## src/rtl/conv_pkg.sv

```systemverilog
// Shared types and arithmetic helpers for the convolution datapath (MAC accumulator and
// requantizer). sat_add works on 64-bit containers so one function serves any width up to 63.
package conv_pkg;

  localparam int DEF_ACT_WIDTH = 8;
  localparam int DEF_WGT_WIDTH = 8;
  localparam int DEF_ACC_WIDTH = 32;
  localparam int DEF_PROD_W    = DEF_ACT_WIDTH + DEF_WGT_WIDTH;
  localparam int DEF_TAPS      = 9;
  localparam int DEF_NUM_OCH   = 16;
  localparam int DEF_OCH_W     = (DEF_NUM_OCH > 1) ? $clog2(DEF_NUM_OCH) : 1;
  localparam int SAT_MAX_W     = 64;

  typedef logic [DEF_OCH_W-1:0] och_idx_t;

  typedef enum logic {
    OUT_EMPTY = 1'b0,
    OUT_FULL  = 1'b1
  } out_state_t;

  typedef struct packed {
    logic signed [SAT_MAX_W-1:0] value;
    logic                        sat;
  } sat_res_t;

  // Adds two sign-extended operands and clamps to a signed range of the given width.
  function automatic sat_res_t sat_add(input logic signed [SAT_MAX_W-1:0] a,
                                       input logic signed [SAT_MAX_W-1:0] b,
                                       input int                          width);
    logic signed [SAT_MAX_W:0] sum;
    logic signed [SAT_MAX_W:0] hi;
    logic signed [SAT_MAX_W:0] lo;
    sat_res_t                  res;
    sum = $signed({a[SAT_MAX_W-1], a}) + $signed({b[SAT_MAX_W-1], b});
    hi  = (65'sd1 <<< (width - 1)) - 65'sd1;
    lo  = -(65'sd1 <<< (width - 1));
    if (sum > hi) begin
      res.value = hi[SAT_MAX_W-1:0];
      res.sat   = 1'b1;
    end else if (sum < lo) begin
      res.value = lo[SAT_MAX_W-1:0];
      res.sat   = 1'b1;
    end else begin
      res.value = sum[SAT_MAX_W-1:0];
      res.sat   = 1'b0;
    end
    return res;
  endfunction

endpackage

```

## src/rtl/conv_mac_sat.sv

```systemverilog
// Combinational multiply of one activation/weight pair plus saturating add onto the
// running accumulator. ACC_WIDTH must lie between ACT_WIDTH+WGT_WIDTH and 63.
module conv_mac_sat
  import conv_pkg::*;
#(
  parameter int ACT_WIDTH = DEF_ACT_WIDTH,
  parameter int WGT_WIDTH = DEF_WGT_WIDTH,
  parameter int ACC_WIDTH = DEF_ACC_WIDTH
) (
  input  logic signed [ACT_WIDTH-1:0] act,
  input  logic signed [WGT_WIDTH-1:0] wgt,
  input  logic signed [ACC_WIDTH-1:0] acc_in,
  output logic signed [ACC_WIDTH-1:0] acc_next,
  output logic                        sat
);

  localparam int PROD_W = ACT_WIDTH + WGT_WIDTH;

  logic signed [PROD_W-1:0] product;
  sat_res_t                 res;
  logic                     unused_res_hi;

  assign product       = act * wgt;
  assign res           = sat_add(SAT_MAX_W'(product), SAT_MAX_W'(acc_in), ACC_WIDTH);
  assign acc_next      = res.value[ACC_WIDTH-1:0];
  assign sat           = res.sat;
  // Bits above ACC_WIDTH are always a sign copy after clamping.
  assign unused_res_hi = ^res.value[SAT_MAX_W-1:ACC_WIDTH];

endmodule

```

## src/rtl/conv_mac_accumulator.sv

```systemverilog
// Streams int8 activation/weight pairs, accumulates TAPS products per window and emits
// one saturated sum per window tagged with its output-channel index (ready/valid both sides).
module conv_mac_accumulator
  import conv_pkg::*;
#(
  parameter int ACT_WIDTH = DEF_ACT_WIDTH,
  parameter int WGT_WIDTH = DEF_WGT_WIDTH,
  parameter int ACC_WIDTH = DEF_ACC_WIDTH,
  parameter int TAPS      = DEF_TAPS,
  parameter int NUM_OCH   = DEF_NUM_OCH,
  parameter int OCH_W     = (NUM_OCH > 1) ? $clog2(NUM_OCH) : 1
) (
  input  logic                        clk,
  input  logic                        rst,
  input  logic                        clear,
  input  logic                        in_valid,
  output logic                        in_ready,
  input  logic signed [ACT_WIDTH-1:0] act_in,
  input  logic signed [WGT_WIDTH-1:0] wgt_in,
  output logic                        out_valid,
  input  logic                        out_ready,
  output logic signed [ACC_WIDTH-1:0] sum_out,
  output logic [OCH_W-1:0]            och_out,
  output logic                        last_och,
  output logic                        sat_flag
);

  localparam int               TAP_W    = (TAPS > 1) ? $clog2(TAPS) : 1;
  localparam logic [TAP_W-1:0] TAP_LAST = TAP_W'(TAPS - 1);
  localparam logic [OCH_W-1:0] OCH_LAST = OCH_W'(NUM_OCH - 1);

  logic [TAP_W-1:0]            tap_cnt_q, tap_cnt_d;
  logic [OCH_W-1:0]            och_cnt_q, och_cnt_d;
  logic signed [ACC_WIDTH-1:0] acc_q, acc_d;
  out_state_t                  state_q, state_d;
  logic signed [ACC_WIDTH-1:0] sum_q, sum_d;
  logic [OCH_W-1:0]            och_q, och_d;
  logic                        last_q, last_d;
  logic                        sat_q, sat_d;

  logic                        is_last_tap;
  logic                        beat_acc;
  logic signed [ACC_WIDTH-1:0] acc_base;
  logic signed [ACC_WIDTH-1:0] mac_acc_next;
  logic                        mac_sat;

  assign is_last_tap = (tap_cnt_q == TAP_LAST);
  // Only the last tap can stall, and only while an undrained result occupies the output.
  assign in_ready    = !rst && !clear &&
                       (!is_last_tap || (state_q == OUT_EMPTY) || out_ready);
  assign beat_acc    = in_valid && in_ready;
  assign acc_base    = (tap_cnt_q == '0) ? '0 : acc_q;

  conv_mac_sat #(
    .ACT_WIDTH (ACT_WIDTH),
    .WGT_WIDTH (WGT_WIDTH),
    .ACC_WIDTH (ACC_WIDTH)
  ) u_mac (
    .act      (act_in),
    .wgt      (wgt_in),
    .acc_in   (acc_base),
    .acc_next (mac_acc_next),
    .sat      (mac_sat)
  );

  // NOTE: every next-state signal gets its hold value first so no path infers a latch.
  always_comb begin
    tap_cnt_d = tap_cnt_q;
    och_cnt_d = och_cnt_q;
    acc_d     = acc_q;
    state_d   = state_q;
    sum_d     = sum_q;
    och_d     = och_q;
    last_d    = last_q;
    sat_d     = sat_q;

    if (clear) begin
      // sum/och/last keep stale values; only validity and counters are dropped.
      tap_cnt_d = '0;
      och_cnt_d = '0;
      state_d   = OUT_EMPTY;
      sat_d     = 1'b0;
    end else begin
      if ((state_q == OUT_FULL) && out_ready) begin
        state_d = OUT_EMPTY;
      end
      if (beat_acc) begin
        acc_d = mac_acc_next;
        sat_d = sat_q | mac_sat;
        if (is_last_tap) begin
          tap_cnt_d = '0;
          state_d   = OUT_FULL;
          sum_d     = mac_acc_next;
          och_d     = och_cnt_q;
          last_d    = (och_cnt_q == OCH_LAST);
          och_cnt_d = (och_cnt_q == OCH_LAST) ? '0 : och_cnt_q + 1'b1;
        end else begin
          tap_cnt_d = tap_cnt_q + 1'b1;
        end
      end
    end
  end

  // NOTE: state updates use non-blocking assignments so all flops sample the same pre-edge values.
  always_ff @(posedge clk or posedge rst) begin
    if (rst) begin
      tap_cnt_q <= '0;
      och_cnt_q <= '0;
      acc_q     <= '0;
      state_q   <= OUT_EMPTY;
      sum_q     <= '0;
      och_q     <= '0;
      last_q    <= 1'b0;
      sat_q     <= 1'b0;
    end else begin
      tap_cnt_q <= tap_cnt_d;
      och_cnt_q <= och_cnt_d;
      acc_q     <= acc_d;
      state_q   <= state_d;
      sum_q     <= sum_d;
      och_q     <= och_d;
      last_q    <= last_d;
      sat_q     <= sat_d;
    end
  end

  assign out_valid = (state_q == OUT_FULL);
  assign sum_out   = sum_q;
  assign och_out   = och_q;
  assign last_och  = last_q;
  assign sat_flag  = sat_q;

endmodule

```

## config.mk

```make
export PLATFORM = sky130hd
export DESIGN_NAME = conv_mac_accumulator
export DESIGN_NICKNAME = d
export VERILOG_FILES = /design/src/rtl/conv_pkg.sv /design/src/rtl/conv_mac_sat.sv /design/src/rtl/conv_mac_accumulator.sv
export SDC_FILE = /design/constraint.sdc
export NUM_CORES = 1
export LEC_CHECK = 0
export ABC_AREA = 1
export BUFFER_PORTS_ARGS = -buffer_cell sky130_fd_sc_hd__buf_2
export CAP_MARGIN = 5
export CORE_AREA = 2 2 134 136
export CTS_CLUSTER_SIZE = 40
export DETAILED_ROUTE_END_ITERATION = 8
export DIE_AREA = 0 0 136 138
export PLACE_DENSITY_LB_ADDON = 0.15
export SETUP_SLACK_MARGIN = 0.05
export SKIP_CTS_REPAIR_TIMING = 1
export SKIP_LAST_GASP = 1
export SYNTH_ARGS = -nofsm -noshare
export SYNTH_HDL_FRONTEND = slang
export SYNTH_SLANG_ARGS = --single-unit
```

## constraint.sdc

```tcl
create_clock -name clk -period 6.6 [get_ports clk]
set_input_delay 0.33 -clock clk [delete_from_list [all_inputs] [get_ports clk]]
set_output_delay 0.33 -clock clk [all_outputs]
set_load 0.02 [all_outputs]
```

# Word-level counts from Yosys, hierarchy flattened
# Index checks and enable logic that the tools add are counted.
# op_classes
n_mul	1
shift	0
bitwise_logic	3
magnitude_cmp	2
n_mux	16
reduce_logical	15
n_div	0
n_addsub	3
eq_ne	2
# op_table
operator	n
33-bit two-way mux	2
16-bit by 32-bit adder with 33-bit output	1
33-bit by 32-bit greater-than comparator with 1-bit output, second input constant	1
33-bit by 32-bit less-than comparator with 1-bit output, second input constant	1
32-bit two-way mux	1
4-bit two-way mux	7
8-bit by 8-bit multiplier with 16-bit output	1
4-bit by 1-bit adder with 4-bit output, second input constant	2
4-bit == test, second input constant	2
1-bit two-way mux	6
1-bit logical AND	4
4-bit zero test	1
2-bit AND reduction	2
2-bit nonzero test	2
1-bit zero test	3
3-bit AND reduction	1
1-bit logical OR	2
1-bit NOT	2
1-bit OR	1
# totals
regBits	79
output_inout_bits	40
ram_bits	0
rom_bits	0
latchBits	0
n_memories	0
inputBits	21

# Depth between registers and ports, before layout
# Gate-level depths: netlist of run 1.
# logic_depth
word_depth	9
mapped_depth	31

# Modules after synthesis
# A second synthesis of run 1 with hierarchy kept.
# unflattened
hier_cells	1258
area_unflattened_um2	9870.7
# modules_own_cells
module	area_each_um2	seq_area_each_um2	cells_per_inst	instances
conv_mac_sat	6416.2	0.0	844	1
conv_mac_accumulator	3454.6	1976.9	414	1

# Least setup slack after synthesis of run 1
# Ideal clock, no wire load.
# synth_path
path_kind	input-to-reg
from	input port wgt_in[0]
to	register sum_q[8] (netlist: sum_out[8])
t_required_ns	6.483
n_path_buf	3
path_slack_ns	0.938
arrival_time_ns	5.545
setup_ns	0.117
cell_stages	23
cell_sequence	clkbuf_1 -> nand2_1 -> inv_1 -> fa_1 -> fa_1 -> fa_1 -> fa_1 -> ha_1 -> ha_1 -> a21oi_1 -> nand2_1 -> nand2_1 -> nand2_1 -> a21oi_2 -> nand3_1 -> nand2_2 -> nand2_2 -> buf_6 -> buf_8 -> nand2_2 -> nand2_1 -> nand2_1 -> nand2_1
# synth_via
elab_chain_len	5
word_cells_on_any_way	6
# synth_rtl
item	line_no	source
from (decl)	conv_mac_accumulator.sv:19	input logic signed [WGT_WIDTH-1:0] wgt_in,
8-bit by 8-bit multiplier with 16-bit output *	conv_mac_sat.sv:23	assign product = act * wgt;
16-bit by 32-bit adder with 33-bit output *	conv_pkg.sv:34	sum = $signed({a[SAT_MAX_W-1], a}) + $signed({b[SAT_MAX_W-1], b});
33-bit by 32-bit less-than comparator with 1-bit output	conv_pkg.sv:40	end else if (sum < lo) begin
33-bit two-way mux	conv_pkg.sv:40	
33-bit two-way mux *	conv_pkg.sv:37	if (sum > hi) begin
to (signal assigned)	conv_mac_accumulator.sv:120	sum_q <= sum_d;
to (decl)	conv_mac_accumulator.sv:36	logic signed [ACC_WIDTH-1:0] sum_q, sum_d;
# Every way passes the cells marked *; elsewhere a longest branch is shown, timed or not.
# A chain may end at the register's enable or synchronous reset.

# Worst setup path in the final report of run 1
# layout_path
from	register tap_cnt_q[0]
to	register acc_q[2]
# layout_via
elab_chain_len	7
word_cells_on_any_way	14
# layout_rtl
item	line_no	source
from (decl)	conv_mac_accumulator.sv:32	logic [TAP_W-1:0] tap_cnt_q, tap_cnt_d;
from (signal assigned)	conv_mac_accumulator.sv:116	tap_cnt_q <= tap_cnt_d;
parallel branches: the longest is 7 deep, another holds 16-bit by 32-bit adder with 33-bit output	n/a	
to (signal assigned)	conv_mac_accumulator.sv:109	acc_q <= '0;
to (signal assigned)	conv_mac_accumulator.sv:118	acc_q <= acc_d;
to (decl)	conv_mac_accumulator.sv:34	logic signed [ACC_WIDTH-1:0] acc_q, acc_d;
# Parallel ways; which one is timed is not known.

==> key figures, run 1 <==
CTS
  • Clk buf depth: 2
  • Clk slew on worst S/H paths: around 60 ps
  • CTS tree: yes
  • H-tree levels: 3
  • CTS sink count: 79
  • Worst-skew pair later-pin latency: 340 ps
  • CTS root buf: clkbuf_16
  • Num CTS Buffers: 9

Final layout
  • Filler Cell Count: 1,677
  • Area grow syn2layout: 8.63%
  • ANT cells: 0
  • Fin nets: 1,546
  • Area occupied by multi-input gates: approximately 6700 µm²
  • Final standard cell area without fillers: between 10,000 and 15,000 µm²
  • Reg area: 1980 µm²
  • Share of cells above drive strength 1: 0.0935

Logic synthesis
  • Post-synthesis xor/xnor area fraction: 0.0215
  • Proportion of synthesized area in mux cells: 0.00102
  • Main combinational cell family by area after synthesis: adder cells
  • Mapped Nets: 1,498
  • Synth Warn #: 0
  • Post-synthesis sequential area ratio: 0.202
  • Synth Area in Compound Gates: 0.0333
  • Simple-Gate Fraction of Synth Area: 0.250
  • Cell count after synthesis: 1,262
  • Unique masters post-synth: 35
  • Mapped Area: between 9000 and 10,000 µm²
  • Synth Register Bits: 79
  • Synth Area in Adders: 0.383
  • Avg Inst Size Synth: 7.75 µm²

Place
  • Placed Area: 10,300 µm²
  • Detailed placer's ending HPWL: 19.0 mm
  • Placer congestion estimate: 0.928
  • Place WS: 280 ps
  • Port bufs: 60

GRT
  • Largest net degree at the start of global routing: 80
  • Grt ovf: 0
  • First-pass GRT wire length: 39.6 mm
  • Initial antenna violation count: 0
  • Total GRT Usage: 0.266
  • Vias in the first global route: 8,103

Floorplanning
  • Die height: between 100 and 150 µm
  • Row cnt: 49
  • Starting Density: 0.557
  • Core Region: 17,500 µm²
  • Die width: 136 µm
  • I/O pin count: 61
  • Die footprint: 18,800 µm²

Critical path
  • Worst EP arrival: roughly 6400 ps
  • Critical Path Start Type: flop
  • Worst r2r src: tap_cnt_q[0]$_DFFE_PP0P_
  • Critical path type: flop to flop
  • CP Max Fanout: 27
  • Critical Path End Type: flop
  • Worst Path Required: 6870 ps
  • CP startpoint: tap_cnt_q[0]$_DFFE_PP0P_

Routing
  • Post-Route WL: between 20 and 25 mm
  • DR vias: 7,688
  • DRC: 0
  • DR iter-0 viols: roughly 480
  • Routed len/inst: 14.9 µm
  • First-pass DRT Iterations: 5
  • Met3 Routed Length: 763 µm
  • Max Used Layer: met4
  • ANT nets after route: 0
  • DR WL met2: 11.7 mm
  • Avg Vias per Cell: 4.98
  • M1 wire length: 9.81 mm

Timing
  • Worst Skew: a little under 7 ps
  • Worst-Margin Slew: just under 1000 ps
  • Maximum clock rate: 163 MHz
  • Setup TNS: 0 ps
  • Period Utilization, post-route: 0.927
  • RSZ-0062 raised after global routing: false
  • Final worst slack: 483 ps
  • Final hold vios: 0
  • Slew Viols, Final: 0
  • Slew HR: 0.347
  • Worst hold slack: 199 ps
  • Crit path time final: 6120 ps
  • Final setup fails: 0

Hold path
  • Hold path start: clear
  • Hold Path Class: input port to flop

Flow run
  • Max-cap violations: 0

Status
  • Run status: finished, final reports clean
-- path summary, 6_finish.rpt --
| check | end | slack (ps) | cells after the start |
|---|---|---|---|
| min in group asynchronous | out_valid$_DFF_PP0_ | 310 | 3 |
| max in group asynchronous | sum_out[26]$_DFFE_PP0P_ | 5670 | 3 |
| worst min register to register | och_out[0]$_DFFE_PP0P_ | 480 | 2 |
| worst min-delay path | out_valid$_DFF_PP0_ | 200 | 2 |
| worst max-delay path | acc_q[2]$_DFFE_PP0P_ | 480 | 26 |
| worst max register to register | acc_q[2]$_DFFE_PP0P_ | 480 | 26 |
-- cells in the final DEF (no fill, tap or decap), drive strengths merged, types with 19 or more instances in the layout --
master / count
dfrtp: 79
nor2: 72
xor2: 19
a21oi: 27
nand3: 40
o21ai: 20
ha: 75
inv: 239
nand2: 484
buf: 74
fa: 140
-- cell families (layout without fill, tap and decap cells) --
group / Yosys count / count (layout)
adder cells (fa/ha/maj): 215 / 215
buffers and inverters: 275 / 328
flip-flops: 79 / 79
XOR/XNOR: 24 / 24
AO/OA/AOI/OAI: 57 / 57
AND/OR/NAND/NOR: 611 / 611
multiplexers: 1 / 1
-- layout make-up --
class	instances	area share
Clock buffer	9	0.0212
Clock inverter	7	0.00731
Inverter	238	0.0841
Multi-Input combinational cell	908	0.634
Sequential cell	79	0.186
Tap cell	229	0.0270
Timing Repair Buffer	74	0.0397
-- synthesized netlist by cell type (all sizes together) --
library cell / count / area [µm²]
o22ai: 1 / 6.26
mux2i: 1 / 10.0
xnor2: 5 / 43.8
o21a: 1 / 7.51
o32ai: 1 / 8.76
inv: 236 / 886
nand3: 40 / 210
nor2: 72 / 275
ha: 75 / 938
o21bai: 7 / 52.6
nand2: 484 / 1870
and3: 1 / 6.26
nand3b: 1 / 7.51
nand4: 10 / 62.6
or2: 1 / 6.26
o21ai: 20 / 104
a21oi: 27 / 146
xor2: 19 / 166
dfrtp: 79 / 1980
fa: 140 / 2800
nor3: 2 / 10.0
buf: 13 / 82.6
clkbuf: 24 / 90.1
clkinv: 2 / 7.51
-- stage by stage --
stage / instances / utilization
finish: 1544 / 0.606
global route: 1544 / 0.606
CTS: 1544 / 0.605
detailed placement: 1528 / 0.588
global placement: 1528 / 0.588
floorplan: 1262 / -
-- worst max-delay path, stage by stage (launching register included) --
cell,delay (ps)
dfrtp_1,370
inv_1,80
ha_1,210
nand3_1,230
clkinv_1,240
buf_4,240
nor2_1,240
fa_1,470
fa_1,520
fa_1,520
fa_1,490
ha_1,310
ha_1,400
nand2_1,190
inv_1,70
nand2_1,90
nand2_1,70
inv_1,60
nand2_1,70
a21oi_2,160
nand2_1,90
nand2_1,60
nand2_1,80
nand2_4,310
buf_4,260
nand3_1,90
nand2_1,100
-- flip-flops by register name, summed over array words and instances, names as in the netlist --
name,count
last_och,1
acc_q,32
tap_cnt_q,4
och_out,4
out_valid,1
sum_out,32
och_cnt_q,4
sat_flag,1
-- layer usage --
metal | global-route usage | vias to the layer above
met3 | 0.0275 | 36
met1 | 0.350 | 3676
li1 | - | 3832
met2 | 0.464 | 144
met4 | 0.0789 | 0
met5 | 0 | -
Power of run 1 is left out: the tool's default activity adds up to more than one toggle a clock period on the data nets, which glitch-free logic cannot reach.
==> inputs of run 2 (changes only) <==
CELL_PAD_IN_SITES_DETAIL_PLACEMENT = 1   (was default)
CELL_PAD_IN_SITES_GLOBAL_PLACEMENT = 2   (was default)
CORE_AREA = 2 2 164 166   (was 2 2 134 136)
DIE_AREA = 0 0 166 168   (was 0 0 136 138)
TNS_END_PERCENT = 50   (was default)
==> run 2 against run 1 <==
Non-clock buffer count is 3 higher; via count is 1.0% higher; clock skew increased by 5.1 ps; critical path depth increased by 1; sequential share of layout area shrank 0.36 points; die area is 49% higher; first-iteration DRC count shrank 38%; wire length up 19%; critical endpoint is now sum_out[7]$_DFFE_PP0P_; maximum frequency increased by 4.0%; design area is 2.0% higher; clock-buffer cell count is the same; final cell count rose by 7.4%.
==> key figures, run 2 (synthesized netlist as in run 1, its figures left out) <==
Status
  • Run status: finished, final reports clean (unchanged)

GRT
  • First-pass GRT wire length: 46.6 mm (was 39.6 mm)
  • Total GRT Usage: 0.211 (was 0.266)
  • Vias in the first global route: 8,756 (was 8,103)
  • Grt ovf: 0 (unchanged)
  • Initial antenna violation count: 0 (unchanged)
  • Largest net degree at the start of global routing: 80 (unchanged)

Floorplanning
  • Core Region: 26,400 µm² (was 17,500 µm²)
  • Starting Density: 0.371 (was 0.557)
  • Die width: 166 µm (was 136 µm)
  • I/O pin count: 61 (unchanged)
  • Die footprint: 27,900 µm² (was 18,800 µm²)
  • Row cnt: 60 (was 49)
  • Die height: 168 µm (was 138 µm)

Hold path
  • Hold Path Class: input port to flop (unchanged)
  • Hold path depth: 2 (unchanged)
  • Hold path start: clear (unchanged)
  • Min-Delay Endpoint: out_valid$_DFF_PP0_ (unchanged)

Timing
  • Slew Viols, Final: 0 (unchanged)
  • Worst Skew: 12.0 ps (was 6.87 ps)
  • Worst-Margin Slew: 1060 ps (was 979 ps)
  • RSZ-0062 raised after global routing: false (unchanged)
  • Slew HR: 0.292 (was 0.347)
  • Maximum clock rate: 170 MHz (was 163 MHz)
  • Period Utilization, post-route: 0.891 (was 0.927)
  • Final hold vios: 0 (unchanged)
  • Final setup fails: 0 (unchanged)
  • Setup TNS: 0 ps (unchanged)
  • Crit path time final: 5880 ps (was 6120 ps)

Routing
  • DR iter-0 viols: 297 (was 482)
  • Routed len/inst: 16.5 µm (was 14.9 µm)
  • First-pass DRT Iterations: 4 (was 5)
  • Post-Route WL: 27.4 mm (was 23.0 mm)
  • DR vias: 7,765 (was 7,688)
  • ANT nets after route: 0 (unchanged)
  • DRC: 0 (unchanged)
  • Avg Vias per Cell: 4.68 (was 4.98)

CTS
  • Clk slew on worst S/H paths: 70 ps (was 60 ps)
  • CTS sink count: 79 (unchanged)
  • Num CTS Buffers: 9 (unchanged)
  • CTS tree: yes (unchanged)
  • H-tree levels: 3 (unchanged)
  • Clk buf depth: 2 (unchanged)
  • Worst-skew pair later-pin latency: 340 ps (about the same)
  • CTS root buf: clkbuf_16 (unchanged)

Critical path
  • Max incr delay on CP: 530 ps (was 520 ps)
  • Critical path type: flop to flop (unchanged)
  • CP Max Fanout: 32 (was 27)
  • Buf/Inv on CP: 6 (unchanged)
  • Worst EP arrival: 6100 ps (was 6390 ps)
  • Critical Path Most Common Cell: nand2_1 (unchanged)
  • Critical Path Start Type: flop (unchanged)
  • Kind of cell adding the most delay to the critical path: adder cells (unchanged)
  • Critical Path End Type: flop (unchanged)
  • Worst Path Required: 6820 ps (was 6870 ps)
  • Reg2reg setup slack: 720 ps (was 480 ps)
  • Cells on worst reg2reg path: 27 (was 26)
  • Worst r2r src: tap_cnt_q[0]$_DFFE_PP0P_ (unchanged)
  • Slowest cell on crit path: fa_1 (unchanged)
  • Reg2reg end: sum_out[7]$_DFFE_PP0P_ (was acc_q[2]$_DFFE_PP0P_)

Final layout
  • Area grow syn2layout: 10.8% (was 8.63%)
  • Fin cells: 1,659 (was 1,544)
  • Fin nets: 1,549 (was 1,546)
  • Most common cell after layout, fill and taps aside: nand2_1 (unchanged)
  • Most frequent cells in the layout: 464 x nand2_1, 232 x inv_1, 140 x fa_1 (unchanged)
  • ANT cells: 0 (unchanged)
  • Share of cells above drive strength 1: 0.0956 (was 0.0935)

Place
  • Port bufs: 60 (unchanged)
  • Placer congestion estimate: 0.833 (was 0.928)
  • Post-placement cell count: 1,643 (was 1,528)
  • Detailed placer's ending HPWL: 22.8 mm (was 19.0 mm)

Flow run
  • Max-cap violations: 0 (unchanged)
==> run 2: cell types whose count changed in the layout (fill, tap and decap cells not counted), sizes merged <==
cell | before | now
buf | 74 | 77
clkinvlp | 1 | 2
inv | 239 | 237
clkinv | 4 | 5
==> run 2: final cells by class <==
class / count / area (µm²)
inverter: 238 / 895
timing repair buffer: 77 / 490
sequential: 79 / 1980
multi-input combinational: 908 / 6730
clock inverter: 7 / 80.1
clock buffer: 9 / 225
tap: 341 / 427
fill: 3265 / 15500
==> run 2: metrics by stage <==
| stage | hold WS [ps] | util | instance area [µm²] | worst slack, ps |
|---|---|---|---|---|
| CTS | 181 | 0.411 | 10800 | 643 |
| global route | 211 | 0.411 | 10800 | 320 |
| finish | 194 | 0.411 | 10800 | 720 |
| detailed placement | 462 | 0.399 | 10500 | 591 |
| floorplan | 437 | - | 9770 | 938 |
| global placement | 461 | 0.399 | 10500 | 620 |
==> run 2: how the worst max path moves through the flow <==
| stage | startpoint | to | slack [ps] | cells after the start |
|---|---|---|---|---|
| 6_report | tap_cnt_q[0]$_DFFE_PP0P_ | sum_out[7]$_DFFE_PP0P_ | 720 | 27 |
| 5_1_grt | tap_cnt_q[0]$_DFFE_PP0P_ | sum_out[7]$_DFFE_PP0P_ | 320 | 27 |
| 4_1_cts | tap_cnt_q[0]$_DFFE_PP0P_ | sum_out[7]$_DFFE_PP0P_ | 640 | 27 |
| 3_5_place_dp | act_in[7] | sum_out[7]$_DFFE_PP0P_ | 590 | 23 |
| 3_3_place_gp | act_in[7] | sum_out[7]$_DFFE_PP0P_ | 620 | 25 |
| 2_1_floorplan | wgt_in[0] | sum_out[8]$_DFFE_PP0P_ | 940 | 23 |
==> run 2: worst reg2reg max path: cells and delay by family (launching register included) <==
| kind | cells | cell delay, ps |
|---|---|---|
| compound gates | 1 | 270 |
| flops | 1 | 400 |
| fa+ha+maj | 7 | 2920 |
| buf+inv | 6 | 840 |
| simple gates | 13 | 1350 |
==> run 2: layer usage <==
layer,wire length (µm),part of all wire,GRT usage,up-vias
met5,0,0,0,-
met4,445,0.016,0.0416,0
met3,452,0.016,0.0174,16
met2,14300,0.52,0.390,66
met1,12200,0.45,0.270,3850
li1,-,-,-,3833
Power of run 2 is left out for the same reason.
